<file path="config.mk">
export PLATFORM = sky130hd
export DESIGN_NAME = bsg_mux2_gatestack_rr_ctrl
export DESIGN_NICKNAME = d
export VERILOG_FILES = /design/src/rtl/bsg_mux2_gatestack_rr_ctrl.sv
export SDC_FILE = /design/constraint.sdc
export NUM_CORES = 1
export LEC_CHECK = 0
export CORE_AREA = 2 2 39 41
export CTS_CLUSTER_SIZE = 12
export DETAILED_ROUTE_END_ITERATION = 10
export DIE_AREA = 0 0 41 43
export RECOVER_POWER = 25
export SLEW_MARGIN = 20
export SYNTH_ARGS = -nofsm -noshare
export SYNTH_HDL_FRONTEND = slang
export SYNTH_SLANG_ARGS = --single-unit
</file>
<file path="constraint.sdc">
create_clock -name clk_i -period 7.1 [get_ports clk_i]
set_clock_uncertainty 0.2 [all_clocks]
set_input_delay 2.13 -clock clk_i [delete_from_list [all_inputs] [get_ports clk_i]]
set_output_delay 2.13 -clock clk_i [all_outputs]
set_load 0.01 [all_outputs]
</file>
<file path="src/rtl/bsg_mux2_gatestack_rr_ctrl.sv">
// Round-robin, packet-locking arbiter driving a shared width_p-bit 2:1 gatestack mux.
// Optional per-requester completed-packet counters under BSG_MUX2_RR_CTRL_STATS_EN.
module bsg_mux2_gatestack_rr_ctrl #(
  parameter int width_p = 3,
  parameter bit lock_p  = 1'b1
) (
  input  logic               clk_i,
  input  logic               reset_n_i,
  input  logic               v0_i,
  input  logic [width_p-1:0] data0_i,
  input  logic               last0_i,
  output logic               ready0_o,
  input  logic               v1_i,
  input  logic [width_p-1:0] data1_i,
  input  logic               last1_i,
  output logic               ready1_o,
  output logic               v_o,
  output logic [width_p-1:0] data_o,
  output logic               last_o,
  input  logic               ready_i,
`ifdef BSG_MUX2_RR_CTRL_STATS_EN
  input  logic               stats_clr_i,
  output logic [15:0]        pkt_cnt0_o,
  output logic [15:0]        pkt_cnt1_o,
`endif
  output logic [width_p-1:0] sel_o
);

  typedef enum logic [1:0] {IDLE, LOCK0, LOCK1} state_e;

  state_e r_state, w_state_nxt;
  logic   r_prio, w_prio_nxt;
  logic   w_g, w_v, w_last, w_accept;

  // NOTE: every variable gets a default at the top of always_comb so no path infers a latch.
  always_comb begin
    w_g         = r_prio;
    w_state_nxt = r_state;
    w_prio_nxt  = r_prio;

    unique case (r_state)
      IDLE: begin
        if (v0_i && !v1_i)      w_g = 1'b0;
        else if (v1_i && !v0_i) w_g = 1'b1;
      end
      LOCK0:   w_g = 1'b0;
      LOCK1:   w_g = 1'b1;
      default: w_g = r_prio;
    endcase

    // Outputs are combinational, so gate them while reset is held.
    if (!reset_n_i) w_g = 1'b0;

    w_v      = reset_n_i & (w_g ? v1_i : v0_i);
    w_last   = w_g ? last1_i : last0_i;
    w_accept = w_v & ready_i;

    if (w_accept) begin
      if (r_state == IDLE && lock_p && !w_last) begin
        w_state_nxt = w_g ? LOCK1 : LOCK0;
      end else if (r_state == IDLE || w_last) begin
        w_state_nxt = IDLE;
        w_prio_nxt  = ~w_g;
      end
    end
  end

  assign v_o      = w_v;
  assign last_o   = w_last;
  assign ready0_o = reset_n_i & ready_i & ~w_g;
  assign ready1_o = reset_n_i & ready_i &  w_g;
  assign sel_o    = {width_p{w_g}};
  assign data_o   = (sel_o & data1_i) | (~sel_o & data0_i);

  // NOTE: sequential state uses non-blocking assignments so all flops update together.
  always_ff @(posedge clk_i or negedge reset_n_i) begin
    if (!reset_n_i) begin
      r_state <= IDLE;
      r_prio  <= 1'b0;
    end else begin
      r_state <= w_state_nxt;
      r_prio  <= w_prio_nxt;
    end
  end

`ifdef BSG_MUX2_RR_CTRL_STATS_EN
  logic w_done;
  assign w_done = w_accept & w_last;

  always_ff @(posedge clk_i or negedge reset_n_i) begin
    if (!reset_n_i) begin
      pkt_cnt0_o <= '0;
      pkt_cnt1_o <= '0;
    end else if (stats_clr_i) begin
      pkt_cnt0_o <= '0;
      pkt_cnt1_o <= '0;
    end else if (w_done) begin
      // Counters saturate rather than wrap.
      if (!w_g && pkt_cnt0_o != 16'hFFFF) pkt_cnt0_o <= pkt_cnt0_o + 16'd1;
      if ( w_g && pkt_cnt1_o != 16'hFFFF) pkt_cnt1_o <= pkt_cnt1_o + 16'd1;
    end
  end
`endif

endmodule

</file>
# Word level (Yosys, flattened, before mapping)
# Index checks and enable logic that the tools add are counted.
[totals]
reg_bits = 3
out_inout_bits = 10
inputBits = 13
[classes]
n_eq_ne = 2
reduce_logical = 11
mux = 9
bitwise = 11
[op_table]
columns = ["op", "count"]
rows = [
  ["3-bit AND", 2],
  ["2-bit two-way mux", 3],
  ["1-bit AND", 5],
  ["1-bit two-way mux", 5],
  ["1-bit logical AND", 3],
  ["1-bit zero test", 3],
  ["3-bit inverter", 1],
  ["3-bit bitwise OR", 1],
  ["1-bit one-hot mux with 3 select lines", 1],
  ["3-bit AND reduction", 1],
  ["2-bit by 1-bit == test with 1-bit output (second input constant)", 1],
  ["2-bit == test (second input constant)", 1],
  ["2-bit zero test", 1],
  ["1-bit inverter", 2],
  ["2-bit AND reduction", 1],
  ["2-bit nonzero test", 1],
  ["1-bit logical OR", 1],
]

# Longest topological paths before layout
[logic_depth]
word_depth = 11
mapped_depth = 5

# Worst setup path after synthesis
# OpenSTA, ideal clock, no wires.
[synth_timing]
kind = "input port to output port"
start = "in v1_i"
end = "out data_o[0]"
t_arrival_ns = 3.011
required_time_ns = 4.770
slack_ns = 1.759
n_path_buf = 0
stages = 4
path_cell_list = "inv_1 > maj3_2 > a21o_4 > mux2_4"
[synth_between]
elab_chain_cells = 8
[synth_rtl]
columns = ["element", "line", "text"]
rows = [
  ["from (decl)", "13", "input logic v1_i,"],
  ["1-bit logical AND or 1-bit zero test (tied branches)", "44, 43", ""],
  ["1-bit two-way mux or 1-bit logical AND (tied branches)", "44, 43", ""],
  ["1-bit two-way mux *", "43", "if (v0_i && !v1_i) w_g = 1'b0;"],
  ["1-bit one-hot mux with 3 select lines *", "41", "unique case (r_state)"],
  ["1-bit two-way mux *", "52", "if (!reset_n_i) w_g = 1'b0;"],
  ["3-bit inverter", "73", "assign data_o = (sel_o & data1_i) | (~sel_o & data0_i);"],
  ["3-bit AND", "73", ""],
  ["3-bit bitwise OR *", "73", ""],
  ["to (decl)", "18", "output logic [width_p-1:0] data_o,"],
]
# Every way passes the cells marked *; elsewhere a longest branch is shown, timed or not.

# Final worst setup path
[layout_timing]
start = "in v1_i"
end = "out data_o[2]"
# Same word-level chain as after synthesis.

==> summary.md <==
| Metric | Value |
|---|---|
| Half-perimeter wire length of the detailed placement result | `706 um` |
| Yosys warns | `0` |
| Setup violation total in the final timing report | `0` |
| Die Span Y | `~43 um` |
| Port-buffer cells | `22` |
| Synth Net Count | `50` |
| Area share of the largest cell type after synthesis | `22.5%` |
| Buffers inserted by post-CTS timing repair | `0` |
| RSZ-0062 raised after global routing | `no` |
| Final antenna diode count | `0` |
| Part of the total power dissipated in sequential elements | `between 20% and 30%` |
| Horizontal die dimension | `a little over 40 um` |
| Fin. max-slew vios | `0` |
| Detailed-route wire length per cell | `around 11 um` |
| Outcome | `complete, no violations` |
| Pin count of the biggest net entering global routing | `8` |
| Placer's final routability congestion estimate | `roughly 0.75` |
| Relative slew slack | `76.9%` |
| First-pass GRT wire length | `1.26 mm` |
| Hold_sp | `r_state[0]$_DFFE_PN0P_` |
| Clock-pin transition on the worst setup and hold timing paths | `0.04 ns` |
| Mean post-synth cell area | `9.03 um^2` |
| Startpoint types | `input pin` |
| Die area | `0.00176 mm^2` |
| Number of antenna violations at the first check in global routing | `0` |
| Share of final-layout standard cells stronger than drive strength 1 | `21.7%` |
| CTS H-tree lvls | `1` |
| Residual DRC | `0` |
| Total power density per cell area | `261 mW/mm^2` |
| Maximum capacitance violations | `0` |
| Util after Layout | `between 40% and 50%` |
| Via count of the first global-routing pass | `323` |
| Initial Utilization | `24.1%` |
| Worst ir drop on vdd | `~160 uV` |
| CP Class | `input pin to output pin` |
| Critical Path Sink Type | `output pin` |
| Layout overhead on the synthesized area | `73.0%` |
| Arrival time reported for the critical path endpoint | `4.02 ns` |
| Worst Max-Slew Pin Slew | `0.346 ns` |
| Buffer cell driving the clock tree root | `clkbuf_4` |
| Via count | `352` |
| Clock sink count | `3` |
| Required time of the critical path | `4.77 ns` |
| Total standard cell area after synthesis | `334 um^2` |
| Final critical-path required period | `around 6.3 ns` |
| Upper clock frequency limit | `158 MHz` |
| Clock latency on the worst-skew pair | `0.23 ns` |
| Post-route total power | `0.000151 W` |
| Via/cell ratio | `about 4.6` |
| Clock share of power | `19.2%` |
| Congestion Overflow GR | `0` |
| Post-route fraction of the period consumed by the critical path | `89.4%` |
| Count of cells resized by post-cts repair | `0` |
| Nets | `74` |
| Tightest hold margin | `around 0.41 ns` |
| Net Switching | `0.0000547 W` |
| Count of unique library cells instantiated by Yosys | `20` |
| Fill cell total of the finished layout | `152` |
| Register bit count reported by yosys | `3` |
| Area of the core | `0.00138 mm^2` |
| Sequential area share after synthesis | `22.5%` |
| Cell type contributing the most total cell area after synthesis | `dfrtp_1` |
| Drt pass-1 iters | `2` |
| Overall track demand over capacity in global routing | `10.7%` |
| Internal power component | `0.0000964 W` |
| Hold Violations, Final | `0` |
| Total routed wirelength | `843 um` |
| Combinational cell fraction of total power | `roughly three fifths` |
| R2r startpoint | `r_state[1]$_DFFE_PN0P_` |
| Post-route antenna net violation count | `0` |
| Post-synthesis instance total | `37` |
| DRC marker count from the first detailed-route iteration | `3` |
| CTS max path bufs | `2` |
| Leading cell types by total area after synthesis | `dfrtp_1 (22%), mux2_4 (18%), buf_4 (6.7%)` |
| Count of pins on the block boundary | `23` |
| Num CTS Buffers | `3` |
| Switching part of the total | `between 30% and 40%` |
| Leakage component of the power | `0.252 nW` |
| TritonCTS clock tree | `built` |
| Post-route setup TNS | `0 ns` |
| Critical path peak fanout | `7` |
| Worst setup path startpoint | `v1_i` |
| Number of standard-cell rows in the floorplan | `14` |
| Count of hold buffers inserted by post-cts repair | `0` |
| HP Class | `flip-flop to flip-flop` |
## critical path, cell delays in order
cell	delay, ns
clkdlybuf4s50_1	0.48
inv_1	0.05
maj3_2	0.31
a21o_4	0.27
mux2_4	0.30
clkdlybuf4s50_1	0.48
## flip-flops by register name, indices dropped and copies added (netlist names)
register  flops
r_state       2
r_prio        1
## stage by stage
step           cell area (um^2)  setup WS [ns]  instances
2_1_floorplan               334           1.76         37
6_report                    578          0.754         76
5_1_grt                     578          0.622         76
3_3_place_gp                552          0.764         72
4_1_cts                     578          0.740         76
3_5_place_dp                552          0.755         72
## per-layer routing
| metal | track usage, % | vias to the layer above | wire length (um) |
|---|---|---|---|
| li1 | - | 175 | - |
| met1 | 12.3 | 170 | 337 |
| met2 | 15.6 | 7 | 475 |
| met3 | 3.14 | 0 | 30 |
| met4 | 8.00 | 0 | 0 |
| met5 | 0 | - | 0 |
## path summary, 6_finish.rpt
path,end,slack (ns),cells past startpoint
max in group asynchronous,r_prio$_DFFE_PN0P_,4.48,1
max reg2reg,r_prio$_DFFE_PN0P_,5.44,5
min reg2reg,r_state[0]$_DFFE_PN0P_,0.41,2
min,r_state[0]$_DFFE_PN0P_,0.41,2
min in group asynchronous,r_state[0]$_DFFE_PN0P_,2.01,1
max,data_o[2],0.75,6
## kinds of logic (layout without fill, tap and decap cells)
family,count (synthesis),count (layout),synth area share [%]
flops,3,3,22.5
compound gates,12,12,31.1
simple gates,9,9,12.7
fa+ha+maj,1,1,3.37
mux,4,4,18.0
buf+inv,8,31,12.4
## power by group through the flow
stage	registers, W	clock network [W]	logic (W)
2_1_floorplan	0.0000311	0	0.0000595
3_3_place_gp	0.0000328	0	0.0000890
3_5_place_dp	0.0000332	0	0.0000898
4_1_cts	0.0000329	0.0000311	0.0000897
5_1_grt	0.0000346	0.0000315	0.0000965
6_report	0.0000332	0.0000290	0.0000890
## layout by cell type, fill, tap and decap left out, drive strengths merged
cell type      instances
nor2                   2
a21o                   2
o31a                   1
nand2                  4
a21oi                  2
and2b                  1
nand2b                 1
o32ai                  2
mux2                   4
a21boi                 1
nor2b                  1
dlygate4sd3            1
o21a                   1
maj3                   1
clkdlybuf4s50         21
dfrtp                  3
clkbuf                 4
inv                    5
a32oi                  2
a21bo                  1
## synthesized netlist by cell type, drive strengths merged
| cell type | n |
|---|---|
| nor2b | 1 |
| buf | 3 |
| o31a | 1 |
| a21o | 2 |
| maj3 | 1 |
| nand2 | 4 |
| o32ai | 2 |
| o21a | 1 |
| a21bo | 1 |
| a21oi | 2 |
| mux2 | 4 |
| dfrtp | 3 |
| nor2 | 2 |
| inv | 5 |
| and2b | 1 |
| a32oi | 2 |
| a21boi | 1 |
| nand2b | 1 |
## cell type report
type	instances	area, um^2	area share [%]
clock buffers	4	26.3	4.55
inverters	5	18.8	3.25
multi-input cells	26	218	37.7
flip-flops and latches	3	75.1	13.0
well taps	16	20.0	3.46
repair buffers	22	220	38.1
No activity file was read; power rests on OpenSTA's default activity.
